**src/rtl/uart_rx_framer_if.sv**
```systemverilog
// rtl/uart_rx_framer_if.sv - word-in / payload-out bundle for uart_rx_framer
//
// Carries the inbound UART word strobe and the outbound payload stream.
//   s_valid, s_data         : word strobe from the UART receiver (no ready)
//   m_valid, m_ready,
//   m_data, m_last          : payload stream to the downstream consumer
// Modports:
//   master : the side that feeds words and consumes payload (receiver + sink)
//   slave  : the framer itself
interface uart_rx_framer_if #(
  parameter int W_IN = 16
);
  logic            s_valid;
  logic [W_IN-1:0] s_data;
  logic            m_valid;
  logic            m_ready;
  logic [W_IN-1:0] m_data;
  logic            m_last;

  modport master (
    output s_valid, s_data, m_ready,
    input  m_valid, m_data, m_last
  );

  modport slave (
    input  s_valid, s_data, m_ready,
    output m_valid, m_data, m_last
  );
endinterface

```
**src/rtl/uart_rx_framer.sv**
```systemverilog
// rtl/uart_rx_framer.sv - SOF/LEN/payload/XOR-checksum frame parser with store-and-forward drain
//
// Hunts for SOF, takes a LEN word, buffers LEN payload words, compares the
// trailing checksum word against the XOR of LEN and payload, and only then
// releases the payload on the m_* stream.
// Ports:
//   clk, rst     : clock, synchronous active-high reset
//   bus          : uart_rx_framer_if.slave (s_valid/s_data in, m_valid/m_ready/m_data/m_last)
//   busy         : parser is not in IDLE
//   err_len      : one-cycle pulse, LEN word was 0 or above MAX_LEN
//   err_chk      : one-cycle pulse, checksum word mismatched
//   err_overrun  : one-cycle pulse, a word arrived while draining and was dropped
//   err_timeout  : one-cycle pulse, inter-word timeout (constant 0 unless enabled)
//   frame_cnt    : number of frames fully drained, wrapping
// Optional build macro: UART_FRAMER_TIMEOUT_EN enables the inter-word timeout.
module uart_rx_framer #(
  parameter int              W_IN           = 16,
  parameter int              MAX_LEN        = 16,
  parameter logic [W_IN-1:0] SOF            = 16'hA55A,
  parameter int              TIMEOUT_CYCLES = 200000
) (
  input  logic                  clk,
  input  logic                  rst,
  uart_rx_framer_if.slave       bus,
  output logic                  busy,
  output logic                  err_len,
  output logic                  err_chk,
  output logic                  err_overrun,
  output logic                  err_timeout,
  output logic [15:0]           frame_cnt
);

  localparam int IW = (MAX_LEN > 1) ? $clog2(MAX_LEN) : 1;

  typedef enum logic [2:0] {
    S_IDLE,
    S_LEN,
    S_PAYLOAD,
    S_CHECK,
    S_DRAIN
  } state_t;

  state_t          state, state_n;
  logic [IW-1:0]   last_idx;   // LEN-1, the index of the final payload word
  logic [IW-1:0]   idx;
  logic [IW-1:0]   rd;
  logic [W_IN-1:0] chk;
  logic [W_IN-1:0] buf_mem [MAX_LEN];

  logic len_ok;
  logic m_valid_i;
  logic m_last_i;
  logic fire;
  logic tmo_hit;
  logic err_len_n, err_chk_n, err_ovr_n;

  assign len_ok    = (bus.s_data != '0) && (bus.s_data <= W_IN'(MAX_LEN));
  assign m_valid_i = (state == S_DRAIN);
  assign m_last_i  = m_valid_i && (rd == last_idx);
  assign fire      = m_valid_i && bus.m_ready;

  assign bus.m_valid = m_valid_i;
  assign bus.m_last  = m_last_i;
  assign bus.m_data  = buf_mem[rd];
  assign busy        = (state != S_IDLE);

`ifdef UART_FRAMER_TIMEOUT_EN
  localparam int TW = (TIMEOUT_CYCLES > 1) ? $clog2(TIMEOUT_CYCLES) : 1;

  logic [TW-1:0] tmo_cnt;
  logic          tmo_run;

  assign tmo_run = (state == S_LEN) || (state == S_PAYLOAD) || (state == S_CHECK);
  // A word arriving on the expiry cycle wins, hence the !s_valid term.
  assign tmo_hit = tmo_run && !bus.s_valid && (tmo_cnt == TW'(TIMEOUT_CYCLES - 1));

  // Restarts on every word and on every state change so each wait is measured fresh.
  always_ff @(posedge clk) begin
    if (rst || !tmo_run || bus.s_valid || (state_n != state)) begin
      tmo_cnt <= '0;
    end else begin
      tmo_cnt <= tmo_cnt + 1'b1;
    end
  end
`else
  logic unused_tmo_cfg;

  assign tmo_hit        = 1'b0;
  assign unused_tmo_cfg = (TIMEOUT_CYCLES == 0);
`endif

  always_comb begin
    state_n   = state;
    err_len_n = 1'b0;
    err_chk_n = 1'b0;
    err_ovr_n = 1'b0;
    case (state)
      S_IDLE: begin
        if (bus.s_valid && (bus.s_data == SOF)) state_n = S_LEN;
      end
      S_LEN: begin
        if (bus.s_valid) begin
          if (len_ok) begin
            state_n = S_PAYLOAD;
          end else begin
            err_len_n = 1'b1;
            state_n   = S_IDLE;
          end
        end else if (tmo_hit) begin
          state_n = S_IDLE;
        end
      end
      S_PAYLOAD: begin
        if (bus.s_valid) begin
          if (idx == last_idx) state_n = S_CHECK;
        end else if (tmo_hit) begin
          state_n = S_IDLE;
        end
      end
      S_CHECK: begin
        if (bus.s_valid) begin
          if (bus.s_data == chk) begin
            state_n = S_DRAIN;
          end else begin
            err_chk_n = 1'b1;
            state_n   = S_IDLE;
          end
        end else if (tmo_hit) begin
          state_n = S_IDLE;
        end
      end
      S_DRAIN: begin
        // Any word here is dropped, even if it coincides with the final handshake.
        err_ovr_n = bus.s_valid;
        if (fire && m_last_i) state_n = S_IDLE;
      end
      default: state_n = S_IDLE;
    endcase
  end

  always_ff @(posedge clk) begin
    if (rst) begin
      state       <= S_IDLE;
      last_idx    <= '0;
      idx         <= '0;
      rd          <= '0;
      chk         <= '0;
      frame_cnt   <= '0;
      err_len     <= 1'b0;
      err_chk     <= 1'b0;
      err_overrun <= 1'b0;
      err_timeout <= 1'b0;
    end else begin
      state       <= state_n;
      err_len     <= err_len_n;
      err_chk     <= err_chk_n;
      err_overrun <= err_ovr_n;
      err_timeout <= tmo_hit;
      case (state)
        S_LEN: begin
          if (bus.s_valid && len_ok) begin
            // LEN is 1..MAX_LEN here, so LEN-1 fits in IW bits after truncation.
            last_idx <= bus.s_data[IW-1:0] - 1'b1;
            chk      <= bus.s_data;
            idx      <= '0;
          end
        end
        S_PAYLOAD: begin
          if (bus.s_valid) begin
            chk <= chk ^ bus.s_data;
            idx <= idx + 1'b1;
          end
        end
        S_CHECK: begin
          if (bus.s_valid) rd <= '0;
        end
        S_DRAIN: begin
          if (fire) begin
            rd <= rd + 1'b1;
            if (m_last_i) frame_cnt <= frame_cnt + 16'd1;
          end
        end
        default: ;
      endcase
    end
  end

  // Payload store; contents are don't-care after reset so it carries no reset.
  always_ff @(posedge clk) begin
    if ((state == S_PAYLOAD) && bus.s_valid) buf_mem[idx] <= bus.s_data;
  end

endmodule
```
**src/flat_wrapper.sv**
```systemverilog
// flat-port wrapper written by rule: the top's interface ports become plain ports
module uart_rx_framer_flat 
#(
  parameter int              W_IN           = 16,
  parameter int              MAX_LEN        = 16,
  parameter logic [W_IN-1:0] SOF            = 16'hA55A,
  parameter int              TIMEOUT_CYCLES = 200000
)
  (clk, rst, busy, err_len, err_chk, err_overrun, err_timeout, frame_cnt, bus_s_valid, bus_s_data, bus_m_ready, bus_m_valid, bus_m_data, bus_m_last);
  uart_rx_framer_if #(.W_IN(W_IN)) bus_i ();
  input  logic clk;
  input  logic rst;
  output logic busy;
  output logic err_len;
  output logic err_chk;
  output logic err_overrun;
  output logic err_timeout;
  output logic [15:0] frame_cnt;
  input wire logic [$bits(bus_i.s_valid)-1:0] bus_s_valid;
  input wire logic [$bits(bus_i.s_data)-1:0] bus_s_data;
  input wire logic [$bits(bus_i.m_ready)-1:0] bus_m_ready;
  output wire logic [$bits(bus_i.m_valid)-1:0] bus_m_valid;
  output wire logic [$bits(bus_i.m_data)-1:0] bus_m_data;
  output wire logic [$bits(bus_i.m_last)-1:0] bus_m_last;
  assign bus_i.s_valid = bus_s_valid;
  assign bus_i.s_data = bus_s_data;
  assign bus_i.m_ready = bus_m_ready;
  assign bus_m_valid = bus_i.m_valid;
  assign bus_m_data = bus_i.m_data;
  assign bus_m_last = bus_i.m_last;
  uart_rx_framer #(.W_IN(W_IN), .MAX_LEN(MAX_LEN), .SOF(SOF), .TIMEOUT_CYCLES(TIMEOUT_CYCLES)) u_core (.clk(clk), .rst(rst), .bus(bus_i), .busy(busy), .err_len(err_len), .err_chk(err_chk), .err_overrun(err_overrun), .err_timeout(err_timeout), .frame_cnt(frame_cnt));
endmodule
```
**config.mk**
```make
export PLATFORM = sky130hd
export DESIGN_NAME = uart_rx_framer_flat
export DESIGN_NICKNAME = d
export VERILOG_FILES = /design/src/rtl/uart_rx_framer_if.sv /design/src/rtl/uart_rx_framer.sv /design/src/flat_wrapper.sv
export SDC_FILE = /design/constraint.sdc
export NUM_CORES = 1
export LEC_CHECK = 0
export ABC_CLOCK_PERIOD_IN_PS = 8500
export CAP_MARGIN = 0
export CORE_ASPECT_RATIO = 1.5
export CORE_MARGIN = 2
export CORE_UTILIZATION = 60
export CTS_CLUSTER_SIZE = 10
export DETAILED_ROUTE_END_ITERATION = 8
export GPL_TIMING_DRIVEN = 0
export HOLD_SLACK_MARGIN = 0.15
export PLACE_DENSITY = 0.79
export SLEW_MARGIN = 20
export SYNTH_ARGS = -nofsm -noshare
export SYNTH_HDL_FRONTEND = slang
export SYNTH_SLANG_ARGS = --single-unit
```
**constraint.sdc**
```tcl
create_clock -name clk -period 8.5 [get_ports clk]
set_clock_uncertainty 0.05 [all_clocks]
set_input_delay 0.85 -clock clk [delete_from_list [all_inputs] [get_ports clk]]
set_output_delay 0.85 -clock clk [all_outputs]
set_load 0.01 [all_outputs]
```
### Yosys cells after proc, flatten, opt, wreduce, memory -nomap -nowiden

Memories as Yosys holds them, arrays and structs flattened. A register that Yosys moved wholly into a read port is not among the register bits.
Index checks and enable logic that the tools add are counted.

| storage, ports and cells | value |
|---|---|
| bits in registers | 50 |
| RAM bits | 256 |
| input bits | 20 |
| output and inout bits | 39 |
| word-level logic and storage cells | 80 |
| memories | 1 |

Memory list:

| name | depth | bits a word | rd ports | clocked after Yosys merged registers in | wr ports | RTL line | text |
|---|---|---|---|---|---|---|---|
| u_core.buf_mem | 16 | 16 | 1 | 1 | 1 | uart_rx_framer.sv:48 | `logic [W_IN-1:0] buf_mem [MAX_LEN];` |

| operators by class | value |
|---|---|
| add/sub/neg operators | 4 |
| $lt $le $gt $ge | 1 |
| equality and inequality tests | 16 |
| muxes and demuxes | 24 |
| bitwise logic cells | 5 |
| reductions and logical operators | 20 |

Operators with widths:

| operator | number |
|---|---|
| 16-bit 2-to-1 mux | 2 |
| 16-bit case mux with 2 select lines | 1 |
| 4-bit 2-to-1 mux | 6 |
| 3-bit 2-to-1 mux | 7 |
| 16-bit by 1-bit adder with 16-bit output (second input constant) | 1 |
| 16-bit == test | 1 |
| 16-bit == test (second input constant) | 1 |
| 16-bit by 5-bit <= comparator with 1-bit output (second input constant) | 1 |
| 4-bit case mux with 2 select lines | 2 |
| 16-bit nonzero test | 1 |
| 16-bit XOR | 1 |
| 3-bit case mux with 5 select lines | 1 |
| 2-bit inequality test (second input constant) | 5 |
| 3-bit AND reduction | 3 |
| 4-bit by 1-bit adder with 4-bit output (second input constant) | 2 |
| 4-bit == test | 2 |
| 1-bit logical AND | 7 |
| 3-bit by 2-bit == test with 1-bit output (second input constant) | 2 |
| 2-bit by 1-bit inequality test with 1-bit output (second input constant) | 3 |
| 6-bit AND reduction | 1 |
| 3-bit OR reduction | 2 |
| 1-bit 2-to-1 mux | 4 |
| 1-bit NOT | 4 |
| 2-bit nonzero test | 2 |
| 8 further kinds | 8 |

### Longest topological paths before layout

Gate-level depths: netlist of the first run.

| depth | value |
|---|---|
| word-level depth | 6 |
| depth in mapped cells | 9 |
| mapped depth without buffers | 7 |

### Least setup slack after synthesis of the first run

OpenSTA, ideal clock, no wires.

| timing path | value |
|---|---|
| kind | input-to-reg |
| start | input bus_s_valid |
| end | memory u_core.buf_mem[0][0] (enable) |
| setup time | 0.409 ns |
| data arrival time | 2.520 ns |
| data required time | 8.041 ns |
| setup slack | 5.521 ns |
| cell stages on the path | 5 |
| path buffers | 2 |
| cells stage by stage | and3_1 > buf_2 > buf_2 > nand2_1 > nor3_1 |

| on the way | value |
|---|---|
| cells in the longest elaborated chain, start to end | 3 |

Ends and longest elaborated chain:

| what | RTL line | text |
|---|---|---|
| start, declared | flat_wrapper.sv:19 | `input wire logic [$bits(bus_i.s_valid)-1:0] bus_s_valid;` |
| 1-bit logical AND | uart_rx_framer.sv:190 | `if ((state == S_PAYLOAD) && bus.s_valid) buf_mem[idx] <= bus.s_data;` |
| 1-bit 2-to-1 mux | uart_rx_framer.sv:190 |  |
| 1-bit 2-to-1 mux (implied by the code) | uart_rx_framer.sv:190 |  |
| end, declared | uart_rx_framer.sv:48 |  |

Every way passes these cells.

==> results of run 1 <==
-- layout make-up --
class                      instances  area [sq um]
buffer                            39           230
clock buffer                      49           992
clock inverter                     1          16.3
fill                            1269          5770
inverter                           8          30.0
multi-input combinational        355          3580
sequential                       310          8770
tap                              264           330
timing repair buffer              76           778
-- logic make-up after synthesis --
family	count (synthesis)	share of synthesized area
flip-flops	310	0.698
AND/OR/NAND/NOR	168	0.0731
multiplexers	86	0.149
AO/OA/AOI/OAI	58	0.0273
buffers and inverters	47	0.0207
XOR/XNOR	33	0.0230
adder cells (fa/ha/maj)	9	0.00896
other	1	0.000299
-- worst max path at each step --
stage                           end  slack [ns]
5_1_grt              bus_m_data[13]        4.31
4_1_cts              bus_m_data[13]        4.36
3_3_place_gp   u_core.buf_mem[0][8]        3.90
6_report             bus_m_data[13]        4.39
2_1_floorplan  u_core.buf_mem[0][0]        5.52
3_5_place_dp          u_core.chk[8]        4.71
-- state kept, by name, summed over array words and instances, names as in the netlist, named ones only --
signal	count
u_core.rd	4
u_core.buf_mem	256
u_core.state	3
u_core.err_chk	1
u_core.err_overrun	1
u_core.idx	4
u_core.frame_cnt	16
u_core.err_len	1
u_core.chk	16
u_core.last_idx	4
-- tightest hold or removal path, delay by kind of cell (launching register included) --
family	cells	cell delay [ns]
compound gates	1	0.05
flops	1	0.32
simple gates	1	0.07
-- placed cells by master, fill, tap and decap left out, types with 3 or more instances in the layout --
master,instances
mux4_2,80
o21ai_0,9
nor2b_1,4
clkbuf_1,22
nand2b_1,5
buf_4,11
nor2_1,27
nor3_2,4
buf_8,6
inv_1,8
edfxtp_1,256
xor2_1,24
nor3b_1,3
nor3_1,4
o211ai_1,5
buf_6,14
nand4_1,8
a21oi_1,30
buf_2,9
nor2_2,12
nor4_1,8
ha_1,9
or3_1,5
clkdlybuf4s50_1,56
nand3_1,19
a211oi_1,4
or2_0,9
mux2_1,4
xnor2_1,9
dfxtp_1,54
buf_1,7
nand2_1,39
clkbuf_16,38
-- routing by layer --
layer,wire length [um],part of all wire,track usage
met5,0,0,0
met4,1300,0.044,0.122
met3,1990,0.067,0.0376
met2,15700,0.53,0.479
met1,10600,0.36,0.343
-- power groups by stage --
stage                     logic, mW  registers, mW  clock network (mW)
after detailed placement     0.0483           1.67                   0
after global placement       0.0451           1.67                   0
after CTS                    0.0486           1.64                1.37
final                        0.0497           1.64                1.36
after global routing         0.0536           1.64                1.43
after floorplan              0.0133           1.67                   0
==> results.md, run 1 <==
- Clk slew on worst S/H paths: 0.06 ns
- Vias in the first global route: 7521
- Largest area contributor in the netlist: edfxtp_1
- Startpoint types: flop
- Initial Util: 0.613
- Synth-to-Final Area Change: 17.3%
- Wire per inst: approximately 27 um
- DRT antenna net count: 0
- Post-route minimum period: 4.11 ns
- DR vias/cell: 6.61
- Clock power share: 0.445
- Clock Sink Count: 310
- Max clock buf depth: 3
- Yosys top cell area share: 0.612
- Reg2Reg Depth: 7
- CTS Hold Buffers Added: 0
- YS warnings: 0
- Flop-to-flop setup slack: 5.83 ns
- Critical path's most frequent cell: mux4_2
- Total track usage: 0.275
- Hold path cells: 2
- Post-synthesis sequential area ratio: 0.698
- DIE WIDTH: 122 um
- Total Power: about 3.1 mW
- Max-slew violation count: 0
- DR iter-0 viols: 782
- DR pass1 iterations: 5
- # Post-CTS Setup Buffers: 0
- Top_reg_cell synth: edfxtp_1
- CTS root buf: clkbuf_16
- Critical path depth: 5
- H-tree depth: 2
- WS Path Type: reg2out
- Critical Path RT: 7.60 ns
- Clock Latency Late Sink: approximately 0.50 ns
- Post-route insts no fill: between 1k and 1.5k
- Critical path's slowest cell: buf_1
- Synth top cells by count: edfxtp_1, mux4_2, dfxtp_1
- Status: completed
- Worst-Margin Slew: 0.962 ns
- CP arrival: 3.21 ns
- I/O Buffers: 56
- Syn avg cell area: 17.6 sq um
- # diodes: 0
- Global-route wire length before repair: 44700 um
- Initial antenna violation count: 0
- Design Area, Final: 14700 sq um
- Mapped cell area: 12600 sq um
- Flops & latches, synth: 310
- GRT overflow: 0
- Total negative slack: 0 ns
- Final #Nets: 855
- Slew HR: 0.357
- Hold Path Sink: u_core.chk[15]
- Setup WS pre-CTS: 4.71 ns
- Sw Share: 0.193
- Setup slack after layout: about 4.4 ns
- Layout cells sized above 1: 0.224
- Syn nets: 741
- Sequential power share: 0.539
- DRC Markers: 0
- Fin Hold WS: 0.436 ns
- Drt total wl: 29500 um
- RSZ-0062 raised after global routing: no
- Largest net degree at the start of global routing: 24
- Hold/Removal Path Class: reg2reg
- Most common cell in the synthesized netlist: edfxtp_1
- P_leak: 4.68 nW
- Combinational power share: 0.016
- Core area: ~20000 sq um
- Reg2reg end: u_core.buf_mem[5][7]
- Max_cap viols: 0
- Int Power: 2.46 mW
- Ranking of synthesized cells by area: edfxtp_1, mux4_2, dfxtp_1, xor2_1, a21oi_1
- Max stage delay on crit path: 0.71 ns
- Worst IR Drop VDD: ~0.00012 V
- Ports: 59
- RR Startpoint: u_core.state[1]
- Crit end category: primary output
- Psw: 0.589 mW
- Post-placement cell count: 1052
- Post-DP HPWL: 18600 um
- # rows: 64
- Via count: 7285
- Asr flop ratio synth: 0
- Fmax: 243 MHz
- CP Max Fanout: 10
- RD Place Congestion: 0.858
- Die H: 181 um
- Num CTS Buffers: 36
- CP cell instances: clkbuf_2, buf_1, mux4_2, mux4_2, clkdlybuf4s50_1
- Worst Path Buf+Inv: 3
- Post-CTS Resized: 0
- CP top delay family: buffers and inverters
- Final hold vios: 0
- Final Util: 0.719
- Die Area: between 20000 and 25000 sq um
- Placed Area: ~14000 sq um
- Number of flops mapped to enable cells by yosys: 256
- Synth cell types: 52
- Fin crit share: 0.484
- # setup viols final: 0
- CTS tree: built
- Min-delay src: u_core.chk[15]
- Post-synthesis cell count: 712
- PD cells: 207 nW/um^2
(Power assumes the default switching activity.)
==> run 2: changes to the inputs <==
--- a/config.mk
+++ b/config.mk
@@ -5,16 +5,16 @@
 export SDC_FILE = /design/constraint.sdc
 export NUM_CORES = 1
 export LEC_CHECK = 0
-export ABC_CLOCK_PERIOD_IN_PS = 8500
+export ABC_CLOCK_PERIOD_IN_PS = 3650
 export CAP_MARGIN = 0
 export CORE_ASPECT_RATIO = 1.5
 export CORE_MARGIN = 2
-export CORE_UTILIZATION = 60
+export CORE_UTILIZATION = 54
 export CTS_CLUSTER_SIZE = 10
 export DETAILED_ROUTE_END_ITERATION = 8
 export GPL_TIMING_DRIVEN = 0
 export HOLD_SLACK_MARGIN = 0.15
-export PLACE_DENSITY = 0.79
+export PLACE_DENSITY = 0.75
 export SLEW_MARGIN = 20
 export SYNTH_ARGS = -nofsm -noshare
 export SYNTH_HDL_FRONTEND = slang
==> constraint.sdc (replaced) <==
create_clock -name clk -period 3.65 [get_ports clk]
set_clock_uncertainty 0.05 [all_clocks]
set_input_delay 0.365 -clock clk [delete_from_list [all_inputs] [get_ports clk]]
set_output_delay 0.365 -clock clk [all_outputs]
set_load 0.01 [all_outputs]
==> results.md, run 2 (synthesized netlist as in run 1, its figures left out) <==
- Status: completed
- DR vias/cell: 6.25
- Critical path's slowest cell: buf_1
- DR iter-0 viols: 808
- Slew HR: 0.345
- Top sig layer: met4
- Number of flip-flops in the largest register: 256
- Total track usage: 0.240
- Commonest non-fill, non-tap cell in the layout: edfxtp_1
- Int Power: 5.68 mW
- Wire per inst: 25.6 um
- Startpoint types: flop
- DIE WIDTH: 129 um
- Metal2 WL: 15600 um
- RSZ-0062 raised after global routing: no
- Via count: 6951
- RD Place Congestion: 0.894
- Largest Register: u_core.buf_mem
- Post-route insts no fill: between 1k and 1.5k
- # setup viols final: 0
- DRC Markers: 0
- H-tree depth: 2
- # diodes: 0
- Hold/Removal Path Class: in2reg
- Worst IR Drop VDD: 0.000305 V
- PD cells: 479 nW/um^2
- Layout cells sized above 1: 0.221
- Clock power share: 0.439
- Setup WS pre-CTS: 0.334 ns
- Fmax: 280 MHz
- CP top delay family: buffers and inverters
- Global-route wire length before repair: roughly 43000 um
- CTS Hold Buffers Added: 0
- Clk slew on worst S/H paths: 0.05 ns
- Num CTS Buffers: 36
- M1 WL: 10300 um
- Post-placement cell count: 1063
- Combinational power share: 0.016
- I/O Buffers: 56
- Clock Sink Count: 310
- Vias in the first global route: 7355
- CP Max Fanout: 10
- Total negative slack: 0 ns
- Psw: 1.35 mW
- Max clock buf depth: 3
- CTS root buf: clkbuf_16
- CTS tree: built
- DR pass1 iterations: 6
- Die Area: 24500 sq um
- Fin crit share: 0.980
- CP cell instances: clkbuf_2, buf_1, mux4_2, mux4_2, clkdlybuf4s50_1
- Max-slew violation count: 0
- Biggest regs: u_core.buf_mem x256, u_core.chk x16, u_core.frame_cnt x16
- Worst-Margin Slew: 0.980 ns
- Synth-to-Final Area Change: 16.9%
- Critical path's most frequent cell: mux4_2
- # Post-CTS Setup Buffers: 0
- Ports: between 50 and 60
- Critical Path RT: 3.23 ns
- Max stage delay on crit path: 0.66 ns
- Drt total wl: 28400 um
- Commonest cells after routing, fill and taps aside: edfxtp_1, mux4_2, clkdlybuf4s50_1
- Crit end category: primary output
- Post-DP HPWL: 18100 um
- Die H: roughly 190 um
- Final #Nets: 850
- Worst Path Buf+Inv: 3
- CP arrival: 3.16 ns
- Largest net degree at the start of global routing: 24
- GRT overflow: 0
- Initial antenna violation count: 0
- Total Power: 7.03 mW
- WS Path Type: reg2out
- Design Area, Final: about 15000 sq um
- Final hold vios: 0
- Sequential power share: 0.544
- Initial Util: 0.547
- Post-route minimum period: 3.58 ns
- # rows: 68
- Post-CTS Resized: 0
- P_leak: 4.65 nW
- Setup slack after layout: about 0.074 ns
- Core area: 23000 sq um
- Sw Share: 0.192
- Max_cap viols: 0
- Clock Latency Late Sink: 0.50 ns
- Met3 routed WL: 1480 um
- DRT antenna net count: 0
- Placed Area: 13700 sq um
run 2: changes by cell type in the layout (fill, tap and decap cells not counted):
cell and delta:
buf_1 -3, buf_6 -6, buf_8 +1, clkbuf_1 +1
clkbuf_16 -1, clkbuf_2 +3, clkinv_8 -1, nor2_2 -5
nor2_4 +5
run 2: stage by stage:
step / hold WS (ns) / util
floorplan: 0.413 / -
global placement: 0.421 / 0.586
detailed placement: 0.433 / 0.597
CTS: 0.312 / 0.639
global route: 0.352 / 0.639
finish: 0.316 / 0.639
run 2: final timing paths:
path | startpoint | end | slack [ns] | cells after the start
worst max-delay path | flop | bus_m_data[10] | 0.07 | 5
worst min-delay path | rst | u_core.frame_cnt[15] | 0.32 | 3
worst max register to register | u_core.state[2] | u_core.buf_mem[9][10] | 1.00 | 7
worst min register to register | u_core.chk[11] | u_core.chk[11] | 0.44 | 2
run 2: tightest hold or removal path, delay by kind of cell:
kind                   cells  cell delay (ns)
AND/OR/NAND/NOR            1             0.13
buffers and inverters      1             0.21
multiplexers               1             0.13
run 2: area by class of cell:
type / instances / area [sq um]
Buffer: 39 / 234
Clock buffer: 49 / 971
Fill cell: 1563 / 8280
Inverter: 8 / 30.0
Multi-Input combinational cell: 355 / 3610
Sequential cell: 310 / 8770
Tap cell: 280 / 350
Timing Repair Buffer: 71 / 726
run 2: power groups by stage:
stage	combinational, mW	clock (mW)	sequential [mW]
5_1_grt	0.124	3.26	3.82
6_report	0.115	3.09	3.83
4_1_cts	0.113	3.13	3.83
3_5_place_dp	0.113	0	3.90
3_3_place_gp	0.105	0	3.90
2_1_floorplan	0.0310	0	3.90
run 2: metal layers:
metal	up-vias	global-route usage
met1	3582	0.286
li1	3023	-
met2	277	0.437
met4	0	0.0966
met3	69	0.0345
met5	-	0
==> run 3: changes to the inputs <==
--- a/config.mk
+++ b/config.mk
@@ -10,12 +10,13 @@
 export CORE_ASPECT_RATIO = 1.5
 export CORE_MARGIN = 2
 export CORE_UTILIZATION = 54
+export CTS_CLUSTER_DIAMETER = 60
 export CTS_CLUSTER_SIZE = 10
 export DETAILED_ROUTE_END_ITERATION = 8
 export GPL_TIMING_DRIVEN = 0
 export HOLD_SLACK_MARGIN = 0.15
 export PLACE_DENSITY = 0.75
-export SLEW_MARGIN = 20
+export SLEW_MARGIN = 10
 export SYNTH_ARGS = -nofsm -noshare
 export SYNTH_HDL_FRONTEND = slang
 export SYNTH_SLANG_ARGS = --single-unit
==> results.md, run 3 (synthesized netlist as in run 1, its figures left out) <==
- Status: completed
- Global-route wire length before repair: 43500 um
- Startpoint types: flop
- Critical Path RT: ~3.2 ns
- Initial antenna violation count: 0
- Clock power share: 0.438
- Sw Share: 0.190
- Via count: 7005
- Num CTS Buffers: 36
- DR vias/cell: 6.30
- P_leak: 4.66 nW
- Max stage delay on crit path: around 0.64 ns
- Vias in the first global route: 7274
- Max-slew violation count: 0
- Final hold vios: 0
- Number of flip-flops in the largest register: 256
- Die Area: 24500 sq um
- Fin crit share: 0.979
- Synth-to-Final Area Change: 17.2%
- Reg2Reg Depth: 7
- Max clock buf depth: 3
- I/O Buffers: 56
- CP arrival: 3.16 ns
- Psw: between 1 and 1.5 mW
- Placed Area: 13700 sq um
- Worst-Margin Slew: 1.13 ns
- DIE WIDTH: 129 um
- Critical path's slowest cell: buf_1
- Post-route minimum period: 3.58 ns
- Crit end category: primary output
- DR iter-0 viols: ~680
- Final #Nets: 851
- Met2 usage: 0.442
- Met3 Use GR: 0.0323
- CP Max Fanout: 10
- Largest net degree at the start of global routing: 24
- # setup viols final: 0
- Sequential power share: 0.546
- DR pass1 iterations: 5
- Slew HR: 0.245
- RR Startpoint: u_core.state[2]
- Ports: 59
- Max_cap viols: 0
- Hold/Removal Path Class: in2reg
- Layout cells sized above 1: 0.222
- Clock Sink Count: just over 300
- Initial Util: 0.547
- Core area: 23000 sq um
- Met1 Use GR: 0.298
- Combinational power share: 0.016
- GRT overflow: 0
- End of the critical path: bus_m_data[0]
- Worst IR Drop VDD: 0.000310 V
- Total Power: 7.01 mW
- Clock Latency Late Sink: 0.51 ns
- RD Place Congestion: 0.894
- Reg2reg end: u_core.buf_mem[1][11]
- DRT antenna net count: 0
- Setup slack after layout: 0.0749 ns
- Biggest regs: u_core.buf_mem x256, u_core.chk x16, u_core.frame_cnt x16
- GR peak layer: met2
- Flop-to-flop setup slack: approximately 0.74 ns
- WS Path Type: reg2out
- RSZ-0062 raised after global routing: no
- # Post-CTS Setup Buffers: 0
- Commonest non-fill, non-tap cell in the layout: edfxtp_1
- H-tree depth: 2
- Wire per inst: 25.8 um
- Clk slew on worst S/H paths: 0.06 ns
- Largest Register: u_core.buf_mem
- Commonest cells after routing, fill and taps aside: edfxtp_1, mux4_2, clkdlybuf4s50_1
- CTS root buf: clkbuf_16
- CTS tree: built
- PD cells: 476 nW/um^2
- Fmax: 280 MHz
- Drt total wl: 28700 um
- Post-DP HPWL: between 15000 and 20000 um
- # rows: 68
- DRC Markers: 0
- Setup WS pre-CTS: between 0.3 and 0.4 ns
- Design Area, Final: 14700 sq um
- Total track usage: 0.244
- Int Power: 5.68 mW
- CP cell instances: clkbuf_2, buf_1, mux4_2, mux4_2, clkdlybuf4s50_1
- Critical path's most frequent cell: mux4_2
- Die H: 191 um
- # diodes: 0
## run 3: cell types whose count changed in the layout (fill, tap and decap cells not counted), sizes merged
cell | before | now
clkbuf | 64 | 62
buf | 39 | 41
## run 3: power groups by stage
stage          Sequential (mW)  Clock, mW  Combinational (mW)
6_report                  3.83       3.07               0.114
5_1_grt                   3.82       3.24               0.124
4_1_cts                   3.83       3.10               0.113
3_5_place_dp              3.90          0               0.113
3_3_place_gp              3.90          0               0.105
2_1_floorplan             3.90          0              0.0310
## run 3: worst min-delay path by stage
stage | endpoint | startpoint | cells past startpoint | slack (ns)
after CTS | u_core.frame_cnt[15] | rst | 3 | 0.29
after global routing | u_core.frame_cnt[15] | rst | 3 | 0.35
final | u_core.frame_cnt[15] | rst | 3 | 0.30
after detailed placement | u_core.chk[13] | u_core.chk[13] | 2 | 0.43
after floorplan | u_core.chk[15] | u_core.chk[15] | 2 | 0.41
after global placement | u_core.chk[13] | u_core.chk[13] | 2 | 0.42
## run 3: final cells by class
class,count,area (sq um)
clock buffers,48,967
repair buffers,72,786
flip-flops and latches,310,8770
fillers,1560,8250
multi-input cells,355,3580
inverters,8,30.0
well taps,280,350
plain buffers,39,234
## run 3: worst max-delay path: cells and delay by family (launching register included)
| kind | cells | cell delay (ns) |
|---|---|---|
| flops | 1 | 0.31 |
| buf+inv | 3 | 1.40 |
| mux | 2 | 0.93 |
## run 3: routing by layer
layer / wire length, um / up-vias / part of all wire
met5: 0 / - / 0
met4: 805 / 0 / 0.028
met3: 1640 / 51 / 0.057
met2: 15800 / 301 / 0.55
met1: 10400 / 3622 / 0.36
li1: - / 3031 / -
## run 3: per-stage QoR
stage	instances	hold WS, ns	util	setup TNS [ns]
global placement	1048	0.421	0.586	-27.36
CTS	1112	0.291	0.641	0
floorplan	712	0.413	-	0
detailed placement	1064	0.434	0.598	0
global route	1112	0.347	0.641	0
finish	1112	0.300	0.641	0
## run 3: repair_timing
action	in CTS	in global routing
hold buffers	0	0
endpoints found under the hold margin	0	0
endpoints found under the setup margin	1	7
gates resized for setup	1	3
